File: config.mk
export PLATFORM = sky130hd
export DESIGN_NAME = apb_master_arbiter_flat
export DESIGN_NICKNAME = d
export VERILOG_FILES = /design/src/rtl/apb_master_arbiter_if.sv /design/src/rtl/apb_master_arbiter.sv /design/src/flat_wrapper.sv
export SDC_FILE = /design/constraint.sdc
export NUM_CORES = 1
export LEC_CHECK = 0
export ABC_AREA = 1
export BUFFER_PORTS_ARGS = -buffer_cell sky130_fd_sc_hd__buf_2
export CORE_AREA = 2 2 157 159
export DETAILED_ROUTE_END_ITERATION = 8
export DIE_AREA = 0 0 159 161
export GPL_ROUTABILITY_DRIVEN = 0
export REMOVE_ABC_BUFFERS = 1
export SLEW_MARGIN = 20
export SYNTH_ARGS = -nofsm -noshare
export SYNTH_HDL_FRONTEND = slang
export SYNTH_SLANG_ARGS = --single-unit
export TNS_END_PERCENT = 20
File: constraint.sdc
create_clock -name apbClk -period 10.1 [get_ports apbClk]
set_clock_uncertainty 0.1 [all_clocks]
set_input_delay 1.515 -clock apbClk [delete_from_list [all_inputs] [get_ports apbClk]]
set_output_delay 1.515 -clock apbClk [all_outputs]
set_load 0.01 [all_outputs]
File: src/rtl/apb_master_arbiter_if.sv
// ---------------------------------------------------------------------------
// apb_master_arbiter_if
// Bundles the requester-side handshake and the APB master bus of
// apb_master_arbiter.
//   master modport : arbiter side (drives req_ready/rsp_*, grant_id, busy, APB outputs)
//   slave modport  : environment side (requesters plus APB slave)
// Signals:
//   req_valid/req_write [NUM_REQ]   per-requester request and direction
//   req_addr  [NUM_REQ*AW]          flattened addresses, requester i at [i*AW +: AW]
//   req_wdata [NUM_REQ*DW]          flattened write data, requester i at [i*DW +: DW]
//   req_ready/rsp_valid [NUM_REQ]   one-hot acceptance / completion pulses
//   rsp_rdata [DW]                  read data returned with rsp_valid
//   grant_id                        index of current/last granted requester
//   busy                            transfer in SETUP or ACCESS
//   PSEL/PENABLE/PWRITE/PADDR/PWDATA/PRDATA  APB bus (no PREADY)
// ---------------------------------------------------------------------------
interface apb_master_arbiter_if #(
    parameter int NUM_REQ        = 4,
    parameter int APB_ADDR_WIDTH = 32,
    parameter int APB_DATA_WIDTH = 32
);
    logic [NUM_REQ-1:0]                req_valid;
    logic [NUM_REQ-1:0]                req_write;
    logic [NUM_REQ*APB_ADDR_WIDTH-1:0] req_addr;
    logic [NUM_REQ*APB_DATA_WIDTH-1:0] req_wdata;
    logic [NUM_REQ-1:0]                req_ready;
    logic [NUM_REQ-1:0]                rsp_valid;
    logic [APB_DATA_WIDTH-1:0]         rsp_rdata;
    logic [$clog2(NUM_REQ)-1:0]        grant_id;
    logic                              busy;
    logic                              PSEL;
    logic                              PENABLE;
    logic                              PWRITE;
    logic [APB_ADDR_WIDTH-1:0]         PADDR;
    logic [APB_DATA_WIDTH-1:0]         PWDATA;
    logic [APB_DATA_WIDTH-1:0]         PRDATA;

    modport master (
        input  req_valid, req_write, req_addr, req_wdata, PRDATA,
        output req_ready, rsp_valid, rsp_rdata, grant_id, busy,
               PSEL, PENABLE, PWRITE, PADDR, PWDATA
    );

    modport slave (
        output req_valid, req_write, req_addr, req_wdata, PRDATA,
        input  req_ready, rsp_valid, rsp_rdata, grant_id, busy,
               PSEL, PENABLE, PWRITE, PADDR, PWDATA
    );
endinterface

File: src/rtl/apb_master_arbiter.sv
// ---------------------------------------------------------------------------
// apb_master_arbiter
// Shares one APB master port between NUM_REQ requesters with round-robin
// arbitration. Each grant runs SETUP then a single-cycle ACCESS (no PREADY);
// the ACCESS edge returns PRDATA to the winner and can immediately grant the
// next request, giving one transfer every two cycles under load.
// Ports:
//   apbClk  bus clock, rising edge
//   rst     asynchronous active-high reset
//   bus     apb_master_arbiter_if.master (requester handshake + APB bus)
// All outputs are registered.
// ---------------------------------------------------------------------------
module apb_master_arbiter #(
    parameter int NUM_REQ        = 4,
    parameter int APB_ADDR_WIDTH = 32,
    parameter int APB_DATA_WIDTH = 32
) (
    input  logic                   apbClk,
    input  logic                   rst,
    apb_master_arbiter_if.master   bus
);
    localparam int AW  = APB_ADDR_WIDTH;
    localparam int DW  = APB_DATA_WIDTH;
    localparam int IDW = $clog2(NUM_REQ);

    typedef enum logic [1:0] {IDLE, SETUP, ACCESS} state_t;

    state_t             state_reg,     state_next;
    logic [IDW-1:0]     rr_ptr_reg,    rr_ptr_next;
    logic               psel_reg,      psel_next;
    logic               penable_reg,   penable_next;
    logic               pwrite_reg,    pwrite_next;
    logic [AW-1:0]      paddr_reg,     paddr_next;
    logic [DW-1:0]      pwdata_reg,    pwdata_next;
    logic [NUM_REQ-1:0] req_ready_reg, req_ready_next;
    logic [NUM_REQ-1:0] rsp_valid_reg, rsp_valid_next;
    logic [DW-1:0]      rsp_rdata_reg, rsp_rdata_next;
    logic [IDW-1:0]     grant_id_reg,  grant_id_next;
    logic               busy_reg,      busy_next;

    // Per-requester views of the flattened payload buses
    logic [AW-1:0] addr_arr  [NUM_REQ];
    logic [DW-1:0] wdata_arr [NUM_REQ];

    generate
        for (genvar gi = 0; gi < NUM_REQ; gi++) begin : g_unpack
            assign addr_arr[gi]  = bus.req_addr[gi*AW +: AW];
            assign wdata_arr[gi] = bus.req_wdata[gi*DW +: DW];
        end
    endgenerate

    // Round-robin search starting at rr_ptr. Walking the offsets from the
    // farthest to the nearest lets the closest valid requester win last.
    logic           any_valid;
    logic [IDW-1:0] winner;
    int             idx;

    always_comb begin
        any_valid = 1'b0;
        winner    = '0;
        idx       = 0;
        for (int off = NUM_REQ - 1; off >= 0; off--) begin
            idx = int'(rr_ptr_reg) + off;
            if (idx >= NUM_REQ) begin
                idx = idx - NUM_REQ;
            end
            if (bus.req_valid[idx]) begin
                any_valid = 1'b1;
                winner    = IDW'(idx);
            end
        end
    end

    // Next-state and output logic
    logic do_arb;

    always_comb begin
        state_next     = state_reg;
        rr_ptr_next    = rr_ptr_reg;
        psel_next      = psel_reg;
        penable_next   = penable_reg;
        pwrite_next    = pwrite_reg;
        paddr_next     = paddr_reg;
        pwdata_next    = pwdata_reg;
        req_ready_next = '0;
        rsp_valid_next = '0;
        rsp_rdata_next = rsp_rdata_reg;
        grant_id_next  = grant_id_reg;
        busy_next      = busy_reg;
        do_arb         = 1'b0;

        case (state_reg)
            IDLE: begin
                do_arb = 1'b1;
            end
            SETUP: begin
                penable_next = 1'b1;
                state_next   = ACCESS;
            end
            ACCESS: begin
                rsp_rdata_next               = bus.PRDATA;
                rsp_valid_next[grant_id_reg] = 1'b1;
                penable_next                 = 1'b0;
                do_arb                       = 1'b1;
            end
            default: begin
                state_next = IDLE;
            end
        endcase

        // IDLE and ACCESS share the same arbitration edge behaviour
        if (do_arb) begin
            if (any_valid) begin
                psel_next         = 1'b1;
                penable_next      = 1'b0;
                pwrite_next       = bus.req_write[winner];
                paddr_next        = addr_arr[winner];
                pwdata_next       = wdata_arr[winner];
                req_ready_next[winner] = 1'b1;
                grant_id_next     = winner;
                busy_next         = 1'b1;
                rr_ptr_next       = (winner == IDW'(NUM_REQ - 1)) ? '0 : winner + IDW'(1);
                state_next        = SETUP;
            end else begin
                psel_next  = 1'b0;
                busy_next  = 1'b0;
                state_next = IDLE;
            end
        end
    end

    always_ff @(posedge apbClk or posedge rst) begin
        if (rst) begin
            state_reg     <= IDLE;
            rr_ptr_reg    <= '0;
            psel_reg      <= 1'b0;
            penable_reg   <= 1'b0;
            pwrite_reg    <= 1'b0;
            paddr_reg     <= '0;
            pwdata_reg    <= '0;
            req_ready_reg <= '0;
            rsp_valid_reg <= '0;
            rsp_rdata_reg <= '0;
            grant_id_reg  <= '0;
            busy_reg      <= 1'b0;
        end else begin
            state_reg     <= state_next;
            rr_ptr_reg    <= rr_ptr_next;
            psel_reg      <= psel_next;
            penable_reg   <= penable_next;
            pwrite_reg    <= pwrite_next;
            paddr_reg     <= paddr_next;
            pwdata_reg    <= pwdata_next;
            req_ready_reg <= req_ready_next;
            rsp_valid_reg <= rsp_valid_next;
            rsp_rdata_reg <= rsp_rdata_next;
            grant_id_reg  <= grant_id_next;
            busy_reg      <= busy_next;
        end
    end

    assign bus.PSEL      = psel_reg;
    assign bus.PENABLE   = penable_reg;
    assign bus.PWRITE    = pwrite_reg;
    assign bus.PADDR     = paddr_reg;
    assign bus.PWDATA    = pwdata_reg;
    assign bus.req_ready = req_ready_reg;
    assign bus.rsp_valid = rsp_valid_reg;
    assign bus.rsp_rdata = rsp_rdata_reg;
    assign bus.grant_id  = grant_id_reg;
    assign bus.busy      = busy_reg;
endmodule

File: src/flat_wrapper.sv
// flat-port wrapper written by rule: the top's interface ports become plain ports
module apb_master_arbiter_flat 
#(
    parameter int NUM_REQ        = 4,
    parameter int APB_ADDR_WIDTH = 32,
    parameter int APB_DATA_WIDTH = 32
)
  (apbClk, rst, bus_req_valid, bus_req_write, bus_req_addr, bus_req_wdata, bus_PRDATA, bus_req_ready, bus_rsp_valid, bus_rsp_rdata, bus_grant_id, bus_busy, bus_PSEL, bus_PENABLE, bus_PWRITE, bus_PADDR, bus_PWDATA);
  apb_master_arbiter_if #(.NUM_REQ(NUM_REQ), .APB_ADDR_WIDTH(APB_ADDR_WIDTH), .APB_DATA_WIDTH(APB_DATA_WIDTH)) bus_i ();
  input  logic apbClk;
  input  logic rst;
  input wire logic [$bits(bus_i.req_valid)-1:0] bus_req_valid;
  input wire logic [$bits(bus_i.req_write)-1:0] bus_req_write;
  input wire logic [$bits(bus_i.req_addr)-1:0] bus_req_addr;
  input wire logic [$bits(bus_i.req_wdata)-1:0] bus_req_wdata;
  input wire logic [$bits(bus_i.PRDATA)-1:0] bus_PRDATA;
  output wire logic [$bits(bus_i.req_ready)-1:0] bus_req_ready;
  output wire logic [$bits(bus_i.rsp_valid)-1:0] bus_rsp_valid;
  output wire logic [$bits(bus_i.rsp_rdata)-1:0] bus_rsp_rdata;
  output wire logic [$bits(bus_i.grant_id)-1:0] bus_grant_id;
  output wire logic [$bits(bus_i.busy)-1:0] bus_busy;
  output wire logic [$bits(bus_i.PSEL)-1:0] bus_PSEL;
  output wire logic [$bits(bus_i.PENABLE)-1:0] bus_PENABLE;
  output wire logic [$bits(bus_i.PWRITE)-1:0] bus_PWRITE;
  output wire logic [$bits(bus_i.PADDR)-1:0] bus_PADDR;
  output wire logic [$bits(bus_i.PWDATA)-1:0] bus_PWDATA;
  assign bus_i.req_valid = bus_req_valid;
  assign bus_i.req_write = bus_req_write;
  assign bus_i.req_addr = bus_req_addr;
  assign bus_i.req_wdata = bus_req_wdata;
  assign bus_i.PRDATA = bus_PRDATA;
  assign bus_req_ready = bus_i.req_ready;
  assign bus_rsp_valid = bus_i.rsp_valid;
  assign bus_rsp_rdata = bus_i.rsp_rdata;
  assign bus_grant_id = bus_i.grant_id;
  assign bus_busy = bus_i.busy;
  assign bus_PSEL = bus_i.PSEL;
  assign bus_PENABLE = bus_i.PENABLE;
  assign bus_PWRITE = bus_i.PWRITE;
  assign bus_PADDR = bus_i.PADDR;
  assign bus_PWDATA = bus_i.PWDATA;
  apb_master_arbiter #(.NUM_REQ(NUM_REQ), .APB_ADDR_WIDTH(APB_ADDR_WIDTH), .APB_DATA_WIDTH(APB_DATA_WIDTH)) u_core (.apbClk(apbClk), .rst(rst), .bus(bus_i));
endmodule
==> results of run 1 <==
[area by class of cell]
| type | instances | area [µm²] |
|---|---|---|
| fill | 2650 | 13500 |
| multi-input combinational | 813 | 3500 |
| sequential | 113 | 2830 |
| timing repair buffer | 416 | 2100 |
| inverter | 275 | 1030 |
| clock buffer | 18 | 439 |
| tap | 324 | 405 |
| clock inverter | 14 | 158 |
[cell usage in the layout, fill, tap and decap left out, types with 3 or more instances in the layout]
master | netlist | routed
nand2_1 | 514 | 513
buf_2 | 41 | 407
inv_1 | 271 | 270
nand3_1 | 268 | 268
dfrtp_1 | 113 | 113
clkbuf_16 | 0 | 17
buf_4 | 6 | 9
nor2_1 | 8 | 8
nor3_1 | 5 | 5
clkinv_4 | 0 | 5
o21ai_1 | 4 | 4
ha_1 | 4 | 4
inv_2 | 3 | 3
[layer usage]
metal  track usage [%]  vias to the layer above  part of all wire, %  wire length, µm
met2              36.1                      307                   49            12900
met5                 0                        -                 0.10               27
met4              6.03                        4                  1.5              391
met3              4.67                       28                  6.9             1800
li1                  -                     4517                    -                -
met1              25.1                     4019                   42            11000
[kinds of logic (layout without fill, tap and decap cells)]
group                    after synthesis  after routing
AO/OA/AOI/OAI                          7              7
XOR/XNOR                               1              1
adder cells (fa/ha/maj)                4              4
buffers and inverters                354            723
flip-flops                           113            113
multiplexers                           1              1
AND/OR/NAND/NOR                      800            800
[critical path, cell delays in order]
cell     delay, ns
buf_2         0.08
inv_1         0.04
o21ai_1       0.20
nor2_1        0.07
nor2_1        0.17
nand3_4       0.51
nand2_4       0.80
buf_4         0.66
ha_1          0.34
nand2_1       0.06
o21ai_1       0.07
[worst paths after layout]
kind | to | depth (start not counted)
max | u_core.rr_ptr_reg[1] | 11
min in group asynchronous | u_core.bus.PADDR[27] | 2
min reg2reg | u_core.bus.rsp_rdata[27] | 2
min | u_core.bus.rsp_rdata[27] | 2
max reg2reg | u_core.rr_ptr_reg[1] | 11
max in group asynchronous | u_core.bus.PWDATA[5] | 3
[power groups by stage]
stage	logic, mW	registers, mW	clock network, mW
2_1_floorplan	1.66	0.906	0
3_3_place_gp	2.55	0.811	0
3_5_place_dp	2.57	0.812	0
4_1_cts	2.58	0.811	0.628
5_1_grt	2.93	0.840	0.648
6_report	2.54	0.810	0.612
[through the flow]
step	power [mW]	hold slack [ns]	worst slack [ns]	instance area, µm²
2_1_floorplan	2.56	0.409	4.27	7340
3_3_place_gp	3.36	0.349	5.31	9880
3_5_place_dp	3.38	0.354	5.27	9880
4_1_cts	4.02	0.368	5.71	10500
5_1_grt	4.42	0.390	5.41	10500
6_report	3.96	0.367	5.73	10500
==> out/qor.yml, run 1 <==
synthesis:
  ys_types: 21
  yosysMostFrequentCell: "nand2_1"
  synth_area_per_cell_um2: 6.06
  synth_area_leaders: "dfrtp_1 36%, nand2_1 25%, nand3_1 17%"
  syn_inst: 1280
  syn_area_um2: 7760
  ys_seq_area_share_pct: 36.4
  synth_top_family_by_area: "simple AND/OR/NAND/NOR gates"
  synth_ff_type: "dfrtp_1"
  async_flop_share_pct: 100
  muxShareOfSynthArea_pct: 0.129
  synth-simple-area-share_pct: 43.4
  synthXorXnorAreaFrac_pct: 0.113
  yosys_warnings: 0
  synth_fa_ha_area_share_pct: 0.645
  synth-seq-cells: 113
  synth_top_cell_by_area: "dfrtp_1"
  synth_compound_area_share_pct: 0.548
  synth-edff-count: 0
  synthTopCellsByCount: "514 x nand2_1, 271 x inv_1, 268 x nand3_1"
  synth_top_area_share_pct: 36.4
critical_path:
  worstPathArrival_ns: 4.56
  required_ns: 10.28
  startpoint_type: "input port"
  cp_max_fo: 67
  worstSetupPathType: "input port to flop"
  rr_startpoint: "u_core.rr_ptr_reg[0]"
  ff2ff_setup_slack_ns: 6.25
  crit_start: "bus_req_valid[1]"
  end_kind: "flop"
run_status:
  status: "complete, no violations"
flow_run:
  cap_violations: 0
clock_tree:
  cts_setup_buffers: 0
  cts_sinks: 113
  ctsHoldBuffers: 0
  cts_resized: 0
  clockBufferDepth: 2
  clockRootBuffer: "clkbuf_16"
  clkLatencyLatePin_ns: 0.41
  cts-buffers-inserted: 17
  htreeDepth: 4
  path_clk_slew_ns: 0.06
  cts_tree: "built"
sta:
  slew_viol_final: 0
  setup_viol: 0
  rsz0062_at_grt: "no"
  tightest_slew_ns: 0.962
  fin_tns_setup_ns: 0
  slew_headroom_pct: 35.5
  period_share_pct: 43.3
  hold_viol: 0
  period_needed_ns: 4.37
  timing.fmax_mhz: 229
place:
  hpwl_um: 18900
  io_buffers: 407
  placed_cells: 1941
grt:
  grt-ovfl-total: 0
  grt_pass1_wl_um: 42500
  grt_max_degree: 78
  grt_pass1_vias: 8448
  grt_usage_pct: 20.5
  antenna_found_initial: 2
drt:
  antenna_left: 0
  post-route-drc-count: 0
  drtIter0Drc: 404
  vias: 8875
  wl_um: 26100
  avgViaCountPerCell: 4.50
  wl_per_cell_um: 13.2
  first_pass_iters: 5
power:
  power.share.combinational_pct: 64.1
  clockPowerShare_pct: 15.4
  sequentialPowerShare_pct: 20.5
  p_leak_nw: 6.94
  p_per_area_nw_per_um2: 378
  peakVddDrop_mv: 0.268
  switching_share_pct: 52.4
  p_switching_mw: 2.07
  power.internal_mw: 1.89
layout:
  antennaDiodeCount: 0
  fin_nets: 1938
  syn_to_final_growth_pct: 35.0
  final_cells: 1973
  fin_util_pct: 43.7
  drive_above_1_share_pct: 27.9
min_path:
  min_from: "u_core.bus.rsp_rdata[27]"
  hp-class: "flop to flop"
die:
  die_w_um: 159
  core-area_um2: 24000
  num_rows: 57
  ioPinCount: 408
  fp.dieH_um: 161
  die_area_um2: 25600
  start_util_pct: 32.4
(Power assumes the default switching activity.)
==> run 2, diff against run 1 <==
--- a/config.mk
+++ b/config.mk
@@ -7,9 +7,9 @@
 export LEC_CHECK = 0
 export ABC_AREA = 1
 export BUFFER_PORTS_ARGS = -buffer_cell sky130_fd_sc_hd__buf_2
-export CORE_AREA = 2 2 157 159
+export CORE_AREA = 2 2 159 161
 export DETAILED_ROUTE_END_ITERATION = 8
-export DIE_AREA = 0 0 159 161
+export DIE_AREA = 0 0 161 163
 export GPL_ROUTABILITY_DRIVEN = 0
 export REMOVE_ABC_BUFFERS = 1
 export SLEW_MARGIN = 20
==> constraint.sdc (replaced) <==
create_clock -name apbClk -period 4.5 [get_ports apbClk]
set_clock_uncertainty 0.1 [all_clocks]
set_input_delay 0.675 -clock apbClk [delete_from_list [all_inputs] [get_ports apbClk]]
set_output_delay 0.675 -clock apbClk [all_outputs]
set_load 0.01 [all_outputs]
==> out/qor.yml, run 2 (synthesis gave the netlist of run 1 again) <==
run_status:
  status: "complete, no violations"
sta:
  slew_viol_final: 0  # unchanged
  period_needed_ns: 3.20
  hold_viol: 0  # unchanged
  slew_headroom_pct: 35.3  # -0.17 points
  rsz0062_at_grt: "no"
  setup_viol: 0  # unchanged
  worst_slack_ns: 1.30  # -4.43 ns
  timing.fmax_mhz: 312
  period_share_pct: 71.2
  tightest_slew_ns: 0.964  # +0.00254 ns
critical_path:
  startpoint_type: "flop"
  required_ns: 4.70  # -5.58 ns
  crit_slowest_cell: "buf_4"
  r2r_cells: 12  # +1
  worstPathArrival_ns: 3.41  # -1.15 ns
  crit_top_cell: "nand2_1"
  cp_max_fo: 81  # +21%
  critPathMaxStageDelay_ns: 0.72  # -0.08 ns
  path_cells: "inv_1 -> nand2_1 -> nand2_1 -> nand2_1 -> nand3_2 -> nand3_4 -> buf_4 -> nand3_1 -> nand3_1 -> nand2_1 -> nand2_1 -> nand2_1"
  end_kind: "flop"
  worstSetupPathType: "flop to flop"
  rr_startpoint: "u_core.rr_ptr_reg[0]"
  setup.worst_path.end: "u_core.bus.PWDATA[2]"
  crit_start: "u_core.rr_ptr_reg[0]"
  ff2ff_setup_slack_ns: 1.30  # -4.95 ns
  worstReg2RegEnd: "u_core.bus.PWDATA[2]"
drt:
  avgViaCountPerCell: 4.49  # -0.15%
  post-route-drc-count: 0  # unchanged
  wl_um: 25900  # -0.82%
  wl_per_cell_um: 13.1  # -1.3%
  antenna_left: 0  # unchanged
  first_pass_iters: 4  # -1
  drtIter0Drc: 375  # -7.2%
  vias: 8907  # +0.36%
power:
  switching_share_pct: 52.2  # -0.19 points
  power.share.combinational_pct: 64.4  # +0.3 points
  p_switching_mw: 4.62  # +120%
  p_leak_nw: 6.94  # about the same
  total_power_mw: 8.85  # +120%
  sequentialPowerShare_pct: 20.5  # about the same
  p_per_area_nw_per_um2: 844  # +120%
  power.internal_mw: 4.23  # +120%
  peakVddDrop_mv: 0.683  # +160%
  clockPowerShare_pct: 15.1  # -0.3 points
grt:
  grt-ovfl-total: 0  # unchanged
  grt_usage_pct: 19.6  # -0.85 points
  grt_pass1_wl_um: 41500  # -2.2%
  grt_max_degree: 86  # +10%
  grt_pass1_vias: 8289  # -1.9%
  antenna_found_initial: 1  # -1
layout:
  post-route-cell-area_um2: 10500  # +0.13%
  final_cell_mix: "513 x nand2_1, 407 x buf_2, 270 x inv_1, 268 x nand3_1, 113 x dfrtp_1"
  drive_above_1_share_pct: 28.0  # +0.070 points
  fin_nets: 1941  # +0.15%
  layout_commonest_cell: "nand2_1"
  syn_to_final_growth_pct: 35.2
  final_cells: 1983  # +0.51%
  num-fill-cells: 2708  # +2.2%
  fin_util_pct: 42.5  # -1.2 points
clock_tree:
  clkLatencyLatePin_ns: 0.41  # about the same
  cts_resized: 0  # unchanged
  cts_sinks: 113  # unchanged
  cts_tree: "built"
  cts_setup_buffers: 0  # unchanged
  path_clk_slew_ns: 0.06  # about the same
  ctsHoldBuffers: 0  # unchanged
  clockBufferDepth: 2  # unchanged
  htreeDepth: 4  # unchanged
  cts-buffers-inserted: 17  # unchanged
  clockRootBuffer: "clkbuf_16"
die:
  ioPinCount: 408  # unchanged
  fp.dieH_um: 163  # +1.2%
  start_util_pct: 31.4  # -0.93 points
  die_w_um: 161  # +1.3%
  core-area_um2: 24700  # +3.0%
  die_area_um2: 26200  # +2.5%
  num_rows: 58  # +1.8%
flow_run:
  cap_violations: 0  # unchanged
place:
  placed_cells: 1950  # +0.46%
  io_buffers: 407  # unchanged
  dpl-instance-area_um2: 9910  # +0.30%
  hpwl_um: 18900  # about the same
  pre_cts_ws_ns: 1.20  # -4.07 ns
min_path:
  hp-class: "input port to async pin"
## run 2: cell type report
cell class / count / area [µm²] / share of cell area [%]
tap: 330 / 413 / 3.94
sequential: 113 / 2830 / 27.0
multi-input combinational: 813 / 3500 / 33.4
clock inverter: 13 / 135 / 1.29
clock buffer: 19 / 443 / 4.22
timing repair buffer: 419 / 2130 / 20.3
inverter: 275 / 1030 / 9.87
antenna: 1 / 2.50 / 0.0239
## run 2: how the worst min path moves through the flow
stage                                           to                     start  depth (start not counted)
after global placement    u_core.bus.rsp_rdata[19]  u_core.bus.rsp_rdata[19]                          2
after global routing       u_core.bus.rsp_rdata[6]                       rst                          2
after detailed placement  u_core.bus.rsp_rdata[15]  u_core.bus.rsp_rdata[15]                          2
after floorplan            u_core.bus.rsp_rdata[0]   u_core.bus.rsp_rdata[0]                          2
after CTS                  u_core.bus.rsp_rdata[6]                       rst                          2
final                      u_core.bus.rsp_rdata[6]                       rst                          2
## run 2: per-layer routing
layer	track usage, %	part of all wire [%]	routed length [µm]	vias up
met2	34.3	49	12600	314
met3	4.30	6.4	1650	37
met1	24.0	43	11100	4036
li1	-	-	-	4520
met4	6.49	2.1	538	0
met5	0	0	0	-
## run 2: power groups by stage
stage | clock (mW) | combinational, mW | sequential, mW
3_3_place_gp | 0 | 5.73 | 1.81
6_report | 1.34 | 5.70 | 1.81
2_1_floorplan | 0 | 3.72 | 2.03
5_1_grt | 1.42 | 6.55 | 1.88
4_1_cts | 1.38 | 5.83 | 1.81
3_5_place_dp | 0 | 5.82 | 1.81
## run 2: critical path: cells and delay by family (launching register included)
family / cells / cell delay [ns]
AND/OR/NAND/NOR: 10 / 1.37
buffers and inverters: 2 / 0.90
flip-flops: 1 / 0.62
## run 2: per-stage QoR
| step | setup TNS, ns | hold WS (ns) |
|---|---|---|
| 2_1_floorplan | -21.00 | 0.409 |
| 3_3_place_gp | 0 | 0.349 |
| 3_5_place_dp | 0 | 0.355 |
| 5_1_grt | 0 | 0.337 |
| 6_report | 0 | 0.264 |
| 4_1_cts | 0 | 0.303 |
